File: src/rtl/ad9648_spi_master.sv
// ad9648_spi_master: 3-wire SPI master for the AD9648 configuration port.
// Sends a TxRegWidth-bit frame MSB first (bit TxRegWidth-1 = R/W, 1 = read).
// In SHIFT, sclk_o spends ClkDiv clk_i cycles low, then ClkDiv high, per bit.
// HOLD keeps csb_o low for ClkDiv cycles after the last bit.
// GAP keeps csb_o high for ClkDiv cycles before the next frame can start.
// Optional feature macro: SPI_READBACK_EN. When it is defined and the frame is
// a read, SDIO is turned around for the last RxRegWidth bits and rx_reg_o is
// loaded from sdio_i.
// Ports:
//   clk_i, rst_n_i        clock, asynchronous active-low reset
//   tx_reg_i              frame to send
//   transfer_start_i      one-cycle start pulse, accepted only in IDLE
//   rx_reg_o              last read data
//   transfer_done_o       one-cycle completion pulse
//   busy_o                high from start acceptance until IDLE again
//   sclk_o, csb_o         SPI clock (idle low), chip select (active low)
//   sdio_o, sdio_oe_o     serial data out and its drive enable
//   sdio_i                serial data in
module ad9648_spi_master #(
  parameter int unsigned TxRegWidth = 24,
  parameter int unsigned RxRegWidth = 8,
  parameter int unsigned ClkDiv     = 4
) (
  input  logic                  clk_i,
  input  logic                  rst_n_i,
  input  logic [TxRegWidth-1:0] tx_reg_i,
  input  logic                  transfer_start_i,
  output logic [RxRegWidth-1:0] rx_reg_o,
  output logic                  transfer_done_o,
  output logic                  busy_o,
  output logic                  sclk_o,
  output logic                  csb_o,
  output logic                  sdio_o,
  output logic                  sdio_oe_o,
  input  logic                  sdio_i
);

  localparam int unsigned DivW = (ClkDiv > 1) ? $clog2(ClkDiv) : 1;
  localparam int unsigned BitW = (TxRegWidth > 2) ? $clog2(TxRegWidth) : 1;
  localparam logic [DivW-1:0] DivLast  = DivW'(ClkDiv - 1);
  localparam logic [BitW-1:0] BitFirst = BitW'(TxRegWidth - 1);
  localparam logic [BitW-1:0] RxStart  = BitW'(RxRegWidth);

`ifdef SPI_READBACK_EN
  localparam bit ReadbackEn = 1'b1;
`else
  localparam bit ReadbackEn = 1'b0;
`endif

  typedef enum logic [1:0] {IDLE, SHIFT, HOLD, GAP} state_e;

  state_e                state_q, state_d;
  logic [DivW-1:0]       div_q, div_d;
  logic [BitW-1:0]       bit_q, bit_d;
  // Holds the bits still to be sent after the one currently on sdio_o.
  logic [TxRegWidth-2:0] tx_shift_q, tx_shift_d;
  logic [RxRegWidth-1:0] rx_shift_q, rx_shift_d;
  logic [RxRegWidth-1:0] rx_reg_q, rx_reg_d;
  logic                  rd_q, rd_d;
  logic                  sclk_q, sclk_d;
  logic                  csb_q, csb_d;
  logic                  sdio_q, sdio_d;
  logic                  oe_q, oe_d;
  logic                  busy_q, busy_d;
  logic                  done_q, done_d;
  logic                  div_end;

  // Next-state and output logic.
  always_comb begin
    state_d    = state_q;
    div_d      = div_q;
    bit_d      = bit_q;
    tx_shift_d = tx_shift_q;
    rx_shift_d = rx_shift_q;
    rx_reg_d   = rx_reg_q;
    rd_d       = rd_q;
    sclk_d     = sclk_q;
    csb_d      = csb_q;
    sdio_d     = sdio_q;
    oe_d       = oe_q;
    busy_d     = busy_q;
    done_d     = 1'b0;
    div_end    = (div_q == DivLast);

    unique case (state_q)
      IDLE: begin
        if (transfer_start_i) begin
          state_d    = SHIFT;
          tx_shift_d = tx_reg_i[TxRegWidth-2:0];
          sdio_d     = tx_reg_i[TxRegWidth-1];
          rd_d       = ReadbackEn & tx_reg_i[TxRegWidth-1];
          bit_d      = BitFirst;
          div_d      = '0;
          rx_shift_d = '0;
          sclk_d     = 1'b0;
          csb_d      = 1'b0;
          oe_d       = 1'b1;
          busy_d     = 1'b1;
        end
      end

      SHIFT: begin
        if (!div_end) begin
          div_d = div_q + 1'b1;
        end else begin
          div_d = '0;
          if (!sclk_q) begin
            // Rising transition: slave data is sampled for the last bits of a read.
            sclk_d = 1'b1;
            if (rd_q && (bit_q < RxStart)) begin
              rx_shift_d = {rx_shift_q[RxRegWidth-2:0], sdio_i};
            end
          end else begin
            // Falling transition: the only point where sdio_o may change.
            sclk_d = 1'b0;
            if (bit_q == '0) begin
              state_d = HOLD;
            end else begin
              bit_d      = bit_q - 1'b1;
              sdio_d     = tx_shift_q[TxRegWidth-2];
              tx_shift_d = {tx_shift_q[TxRegWidth-3:0], 1'b0};
              if (rd_q && (bit_q == RxStart)) begin
                oe_d = 1'b0;
              end
            end
          end
        end
      end

      HOLD: begin
        if (!div_end) begin
          div_d = div_q + 1'b1;
        end else begin
          div_d   = '0;
          state_d = GAP;
          csb_d   = 1'b1;
          oe_d    = 1'b0;
          sdio_d  = 1'b0;
          done_d  = 1'b1;
          if (rd_q) begin
            rx_reg_d = rx_shift_q;
          end
        end
      end

      GAP: begin
        if (!div_end) begin
          div_d = div_q + 1'b1;
        end else begin
          div_d   = '0;
          state_d = IDLE;
          busy_d  = 1'b0;
        end
      end

      default: state_d = IDLE;
    endcase
  end

  // State and output registers.
  always_ff @(posedge clk_i or negedge rst_n_i) begin
    if (!rst_n_i) begin
      state_q    <= IDLE;
      div_q      <= '0;
      bit_q      <= '0;
      tx_shift_q <= '0;
      rx_shift_q <= '0;
      rx_reg_q   <= '0;
      rd_q       <= 1'b0;
      sclk_q     <= 1'b0;
      csb_q      <= 1'b1;
      sdio_q     <= 1'b0;
      oe_q       <= 1'b0;
      busy_q     <= 1'b0;
      done_q     <= 1'b0;
    end else begin
      state_q    <= state_d;
      div_q      <= div_d;
      bit_q      <= bit_d;
      tx_shift_q <= tx_shift_d;
      rx_shift_q <= rx_shift_d;
      rx_reg_q   <= rx_reg_d;
      rd_q       <= rd_d;
      sclk_q     <= sclk_d;
      csb_q      <= csb_d;
      sdio_q     <= sdio_d;
      oe_q       <= oe_d;
      busy_q     <= busy_d;
      done_q     <= done_d;
    end
  end

  assign rx_reg_o        = rx_reg_q;
  assign transfer_done_o = done_q;
  assign busy_o          = busy_q;
  assign sclk_o          = sclk_q;
  assign csb_o           = csb_q;
  assign sdio_o          = sdio_q;
  assign sdio_oe_o       = oe_q;

endmodule

File: config.mk
export PLATFORM = sky130hd
export DESIGN_NAME = ad9648_spi_master
export DESIGN_NICKNAME = d
export VERILOG_FILES = /design/src/rtl/ad9648_spi_master.sv
export SDC_FILE = /design/constraint.sdc
export NUM_CORES = 1
export LEC_CHECK = 0
export ABC_AREA = 1
export CORE_MARGIN = 2
export CORE_UTILIZATION = 30
export CTS_BUF_LIST = sky130_fd_sc_hd__clkbuf_16
export DETAILED_ROUTE_END_ITERATION = 7
export PLACE_DENSITY = 0.5
export RECOVER_POWER = 50
export SYNTH_ARGS = -nofsm -noshare
export SYNTH_HDL_FRONTEND = slang
export SYNTH_SLANG_ARGS = --single-unit
File: constraint.sdc
create_clock -name clk_i -period 2.7 [get_ports clk_i]
set_clock_uncertainty 0.2 [all_clocks]
set_input_delay 0.405 -clock clk_i [delete_from_list [all_inputs] [get_ports clk_i]]
set_output_delay 0.405 -clock clk_i [all_outputs]
set_load 0.02 [all_outputs]
==> Word-level counts from Yosys, hierarchy flattened <==
Cells that the tools add are included.
{ "op_classes": {"add_sub_neg": 2, "n_eq_ne": 11, "mux": 37, "bitwise_logic": 1, "n_reduce_logical": 14} }
{ "op_table": {"columns": ["cell", "n"], "rows": [
  ["23-bit two-way mux", 4],
  ["23-bit case mux with 2 select lines", 1],
  ["5-bit two-way mux", 4],
  ["2-bit two-way mux", 8],
  ["2-bit != test, second input constant", 7],
  ["1-bit two-way mux", 12],
  ["6-bit AND reduction", 2],
  ["5-bit case mux with 2 select lines", 1],
  ["3-bit AND reduction", 3],
  ["1-bit case mux with 2 select lines", 4],
  ["2-bit case mux with 4 select lines", 1],
  ["7-bit AND reduction", 1],
  ["2-bit == test, second input constant", 3],
  ["2-bit nonzero test", 3],
  ["5-bit zero test", 1],
  ["5-bit AND reduction", 1],
  ["5-bit by 1-bit subtractor with 5-bit output, second input constant", 1],
  ["2-bit case mux with 2 select lines", 1],
  ["1-bit case mux with 3 select lines", 1],
  ["3-bit nonzero test", 1],
  ["3-bit OR reduction", 1],
  ["2-bit by 1-bit adder with 2-bit output, second input constant", 1],
  ["2-bit by 1-bit == test with 1-bit output, second input constant", 1],
  ["2-bit zero test", 1],
  ["1-bit NOT", 1]
]} }
{ "word_totals": {"ff_bits": 38, "out_inout_bits": 14, "wordCells": 75} }

==> Logic depth before layout (Yosys ltp) <==
{ "depth": {"word_depth": 5, "depth_mapped": 11} }

==> Least setup slack after synthesis <==
OpenSTA, ideal clock, no wires.
{ "synth_timing": {"kind": "register to register", "start": "register state_q[1]", "end": "register bit_q[2]", "arrival_time_ns": 1.454, "required_ns": 2.383, "path_slack_ns": 0.930, "stages_incl_launch_ff": 11, "path_buffers": 2, "path_cell_list": "dfrtp_1 > inv_1 > ha_1 > buf_4 > nand2_1 > nand3_4 > nor2_8 > nand2_4 > buf_6 > nand2_1 > nand2_1"} }
{ "synth_via": {"elab_chain_cells": 3} }
{ "synth_rtl": {"columns": ["item", "line_no", "source"], "rows": [
  ["start, declared", "52", "state_e state_q, state_d;"],
  ["start signal, assigned", "177", "state_q <= state_d;"],
  ["2-bit by 1-bit == test with 1-bit output or 2-bit zero test (tied branches)", "85", "unique case (state_q)"],
  ["2-bit != test (no line) or 2-bit nonzero test (tied branches)", null, null],
  ["5-bit AND reduction (no line)", null, null],
  ["end signal, assigned", "179", "bit_q <= bit_d;"],
  ["end, declared", "54", "logic [BitW-1:0] bit_q, bit_d;"]
]} }
Parallel ways exist; a longest one is shown, timed or not.
A chain may end at the register's enable or synchronous reset.

==> Worst setup path in the final report <==
{ "layout_timing": {"start": "register state_q[0]", "end": "register tx_shift_q[3]"} }
{ "layout_via": {"elab_chain_cells": 3} }
{ "layout_rtl": {"columns": ["item", "line_no", "source"], "rows": [
  ["2-bit by 1-bit == test with 1-bit output or 2-bit zero test (tied branches)", "85", null],
  ["2-bit != test (no line) or 2-bit nonzero test (tied branches)", null, null],
  ["5-bit AND reduction (no line)", null, null],
  ["end signal, assigned", "180", "tx_shift_q <= tx_shift_d;"],
  ["end, declared", "56", "logic [TxRegWidth-2:0] tx_shift_q, tx_shift_d;"]
]} }
Parallel ways exist; a longest one is shown, timed or not.

==> summary.md <==
| Metric | Value |
|---|---|
| I/O pin cnt | 42 |
| Via Count | 1,840 |
| CP arrival | 2.21 ns |
| Sequential area share after synthesis | 0.4376 |
| Buf/Inv on CP | 1 |
| CP Launch Type | flip-flop |
| Fmax | 445.9 MHz |
| GP Congestion | 0.7623 |
| Clock root cell | clkbuf_16 |
| P per Cell Area | 1152 nW/um^2 |
| CTS Hold Buffers Added | 0 |
| WP data required | 2.67 ns |
| Proportion of synthesized area in mux cells | 0 |
| Clock tree sinks | 38 |
| Syn Area/Cell | 7.253 um^2 |
| Final core utilization | 0.3755 |
| Post-cts sizing count | 0 |
| Synth Area in Simple Gates | 0.4008 |
| Share of the synthesized area in the top cell type | 0.4255 |
| Worst setup margin | 0.4576 ns |
| FP Rows | 31 |
| # diodes | 0 |
| Dpl cells | 423 |
| Fin cells | 431 |
| Setup WS pre-CTS | 0.3459 ns |
| CTS tree | built |
| Worst-margin pin slew | 0.8769 ns |
| Slowest Stage Delay on Critical Path | 0.40 ns |
| Share of cells above drive strength 1 | 0.06627 |
| Yosys warns | 0 |
| Largest family of logic cells by synthesized area | simple AND/OR/NAND/NOR gates |
| GR Overflow Total | 0 |
| CP Max Fanout | 27 |
| TNS Setup | 0 ns |
| Kind of critical path | reg -> reg |
| Post-Synth Adder-Cell Area | 0.04025 |
| Final ANT Viol Nets | 0 |
| Crit-path most repeated cell | nand2_1 |
| Cell family with most CP delay | simple AND/OR/NAND/NOR gates |
| Die X | 89.17 um |
| Complex-gate fraction of the synthesized area | 0.02070 |
| Total Wirelength | 4587 um |
| Clock transition at the registers of the reported paths | 0.06 ns |
| Iteration-0 DRC count of the detailed router | 134 |
| Worst IR drop on VDD | 488.3 uV |
| Max-Slew Margin vs Limit | 0.4154 |
| RSZ-0062 raised after global routing | false |
| Slowest cell on crit path | dfrtp_1 |
| R2R Path Start | state_q[0] |
| First-pass GRT wire length | 8128 um |
| CP Capture Type | flip-flop |
| Hold Violations, Final | 0 |
| Worst skew pair latency | 0.28 ns |
| Pleak | 0.001443 uW |
| Area Growth Syn to Fin | 23.17% |
| Yosys cell types | 22 |
| Port bufs | 32 |
| Vias in the first global route | 1,760 |
| Mapped Area | 2176 um^2 |
| Worst Hold Class | in -> async |
| Core area | 7137 um^2 |
| CP startpoint | state_q[0] |
| DP HPWL | 3069 um |
| Initial antenna violation count | 0 |
| Area leader, netlist | dfrtp_1 |
| Initial core utilization | 0.3049 |
| Status | complete, no violations |
| Slew Viols, Final | 0 |
| Largest net degree at the start of global routing | 39 |
| Wire length per cell | 10.64 um |
| CTS Buf Count | 5 |
| Tmin final | 2.242 ns |
| Tcrit/Tclk final | 0.8305 |
| Final setup viols | 0 |
| Vias/cell | 4.269 |
| XOR/XNOR Fraction of Synth Area | 0 |
| Cell count after synthesis | 300 |
| Die Area | 7950 um^2 |
| Final nets | 366 |
| Initial DRT Pass Iterations | 4 |
| Die Y-Extent | 89.17 um |
| Top cells by area, synth | dfrtp_1 43%, nand2_1 25%, nand3_1 8.3% |
| Fillers | 786 |
| CTS Buffer Depth | 2 |
| Tot GR Track Use | 0.1325 |
| Max H-tree Level | 2 |
| Maximum Capacitance Violations | 0 |
| CP Cell Sequence | inv_1 -> ha_1 -> nand2_1 -> nand3_4 -> nor2_8 -> nand2_4 -> nand2_1 -> nand2_1 |
| FF+latch count, synth | 38 |
| Post-CTS Repair Setup Buffers | 0 |
| DRC errors left | 0 |
| Overall power | 3086 uW |
Yosys cell counts, drive strengths merged:
library cell,instances
clkbuf,4
nor3,1
nand4,6
nor2,9
ha,7
nand2,150
dfrtp,37
inv,20
conb,1
nand3,37
a21oi,1
buf,17
or2,1
o21ai,8
dfstp,1
worst paths after layout:
check / end / slack (ns) / cells past startpoint
max in group asynchronous: tx_shift_q[21] / 1.71 / 1
max: tx_shift_q[3] / 0.46 / 8
min: bit_q[4] / 0.05 / 1
max reg2reg: tx_shift_q[3] / 0.46 / 8
min in group clk_i: tx_shift_q[21] / 0.27 / 2
min reg2reg: tx_shift_q[21] / 0.27 / 2
layout by cell type, fill, tap and decap left out:
cell,instances
a21oi_1,1
buf_2,1
buf_4,6
clkbuf_16,5
clkdlybuf4s50_1,31
clkinv_1,1
conb_1,8
dfrtp_1,37
dfstp_2,1
ha_1,7
inv_1,18
inv_2,4
nand2_1,148
nand2_2,1
nand2_4,1
nand3_1,36
nand3_4,1
nand4_1,6
nor2_1,8
nor2_8,1
nor3_1,1
o21ai_0,8
or2_2,1
where the power goes:
part | switching [uW] | internal [uW] | total (uW) | leakage [uW]
clock network | 221 | 332 | 553 | 0.0000738
logic | 1000 | 557 | 1560 | 0.000900
registers | 138 | 837 | 975 | 0.000469
total | 1360 | 1730 | 3090 | 0.00144
cell families after synthesis:
kind of cell,after synthesis
simple gates,204
flops,38
buf+inv,41
compound gates,9
other cells,1
fa+ha+maj,7
worst register-to-register path, cell delays in order (launching register included):
cell	delay, ns
dfrtp_1	0.40
inv_1	0.10
ha_1	0.26
nand2_1	0.28
nand3_4	0.15
nor2_8	0.29
nand2_4	0.26
nand2_1	0.13
nand2_1	0.06
metrics by stage:
stage / area (um^2) / hold slack [ns]
floorplan: 2202 / -0.09059
global placement: 2546 / 0.2542
detailed placement: 2546 / 0.2585
CTS: 2683 / 0.08961
global route: 2680 / 0.1317
finish: 2680 / 0.04706
registers in the layout, summed over array words and instances (netlist names):
name	count
tx_shift_q	23
bit_q	5
div_q	2
state_q	2
busy_o	1
csb_o	1
sclk_o	1
sdio_o	1
sdio_oe_o	1
transfer_done_o	1
layout make-up:
cell class	count	area, um^2	share of cell area
repair buffers	38	360.3	0.1345
flip-flops and latches	38	952.2	0.3553
multi-input cells	228	1032	0.3852
clock buffers	5	125.1	0.04669
clock inverters	3	11.26	0.004202
well taps	99	123.9	0.04622
inverters	20	75.07	0.02801
metal layers:
| layer | global-route usage | wire [um] |
|---|---|---|
| met2 | 0.2013 | 2016 |
| met3 | 0.03047 | 206 |
| met4 | 0.05699 | 71 |
| met5 | 0 | 0 |
| met1 | 0.1808 | 2293 |
(Power assumes the default switching activity.)
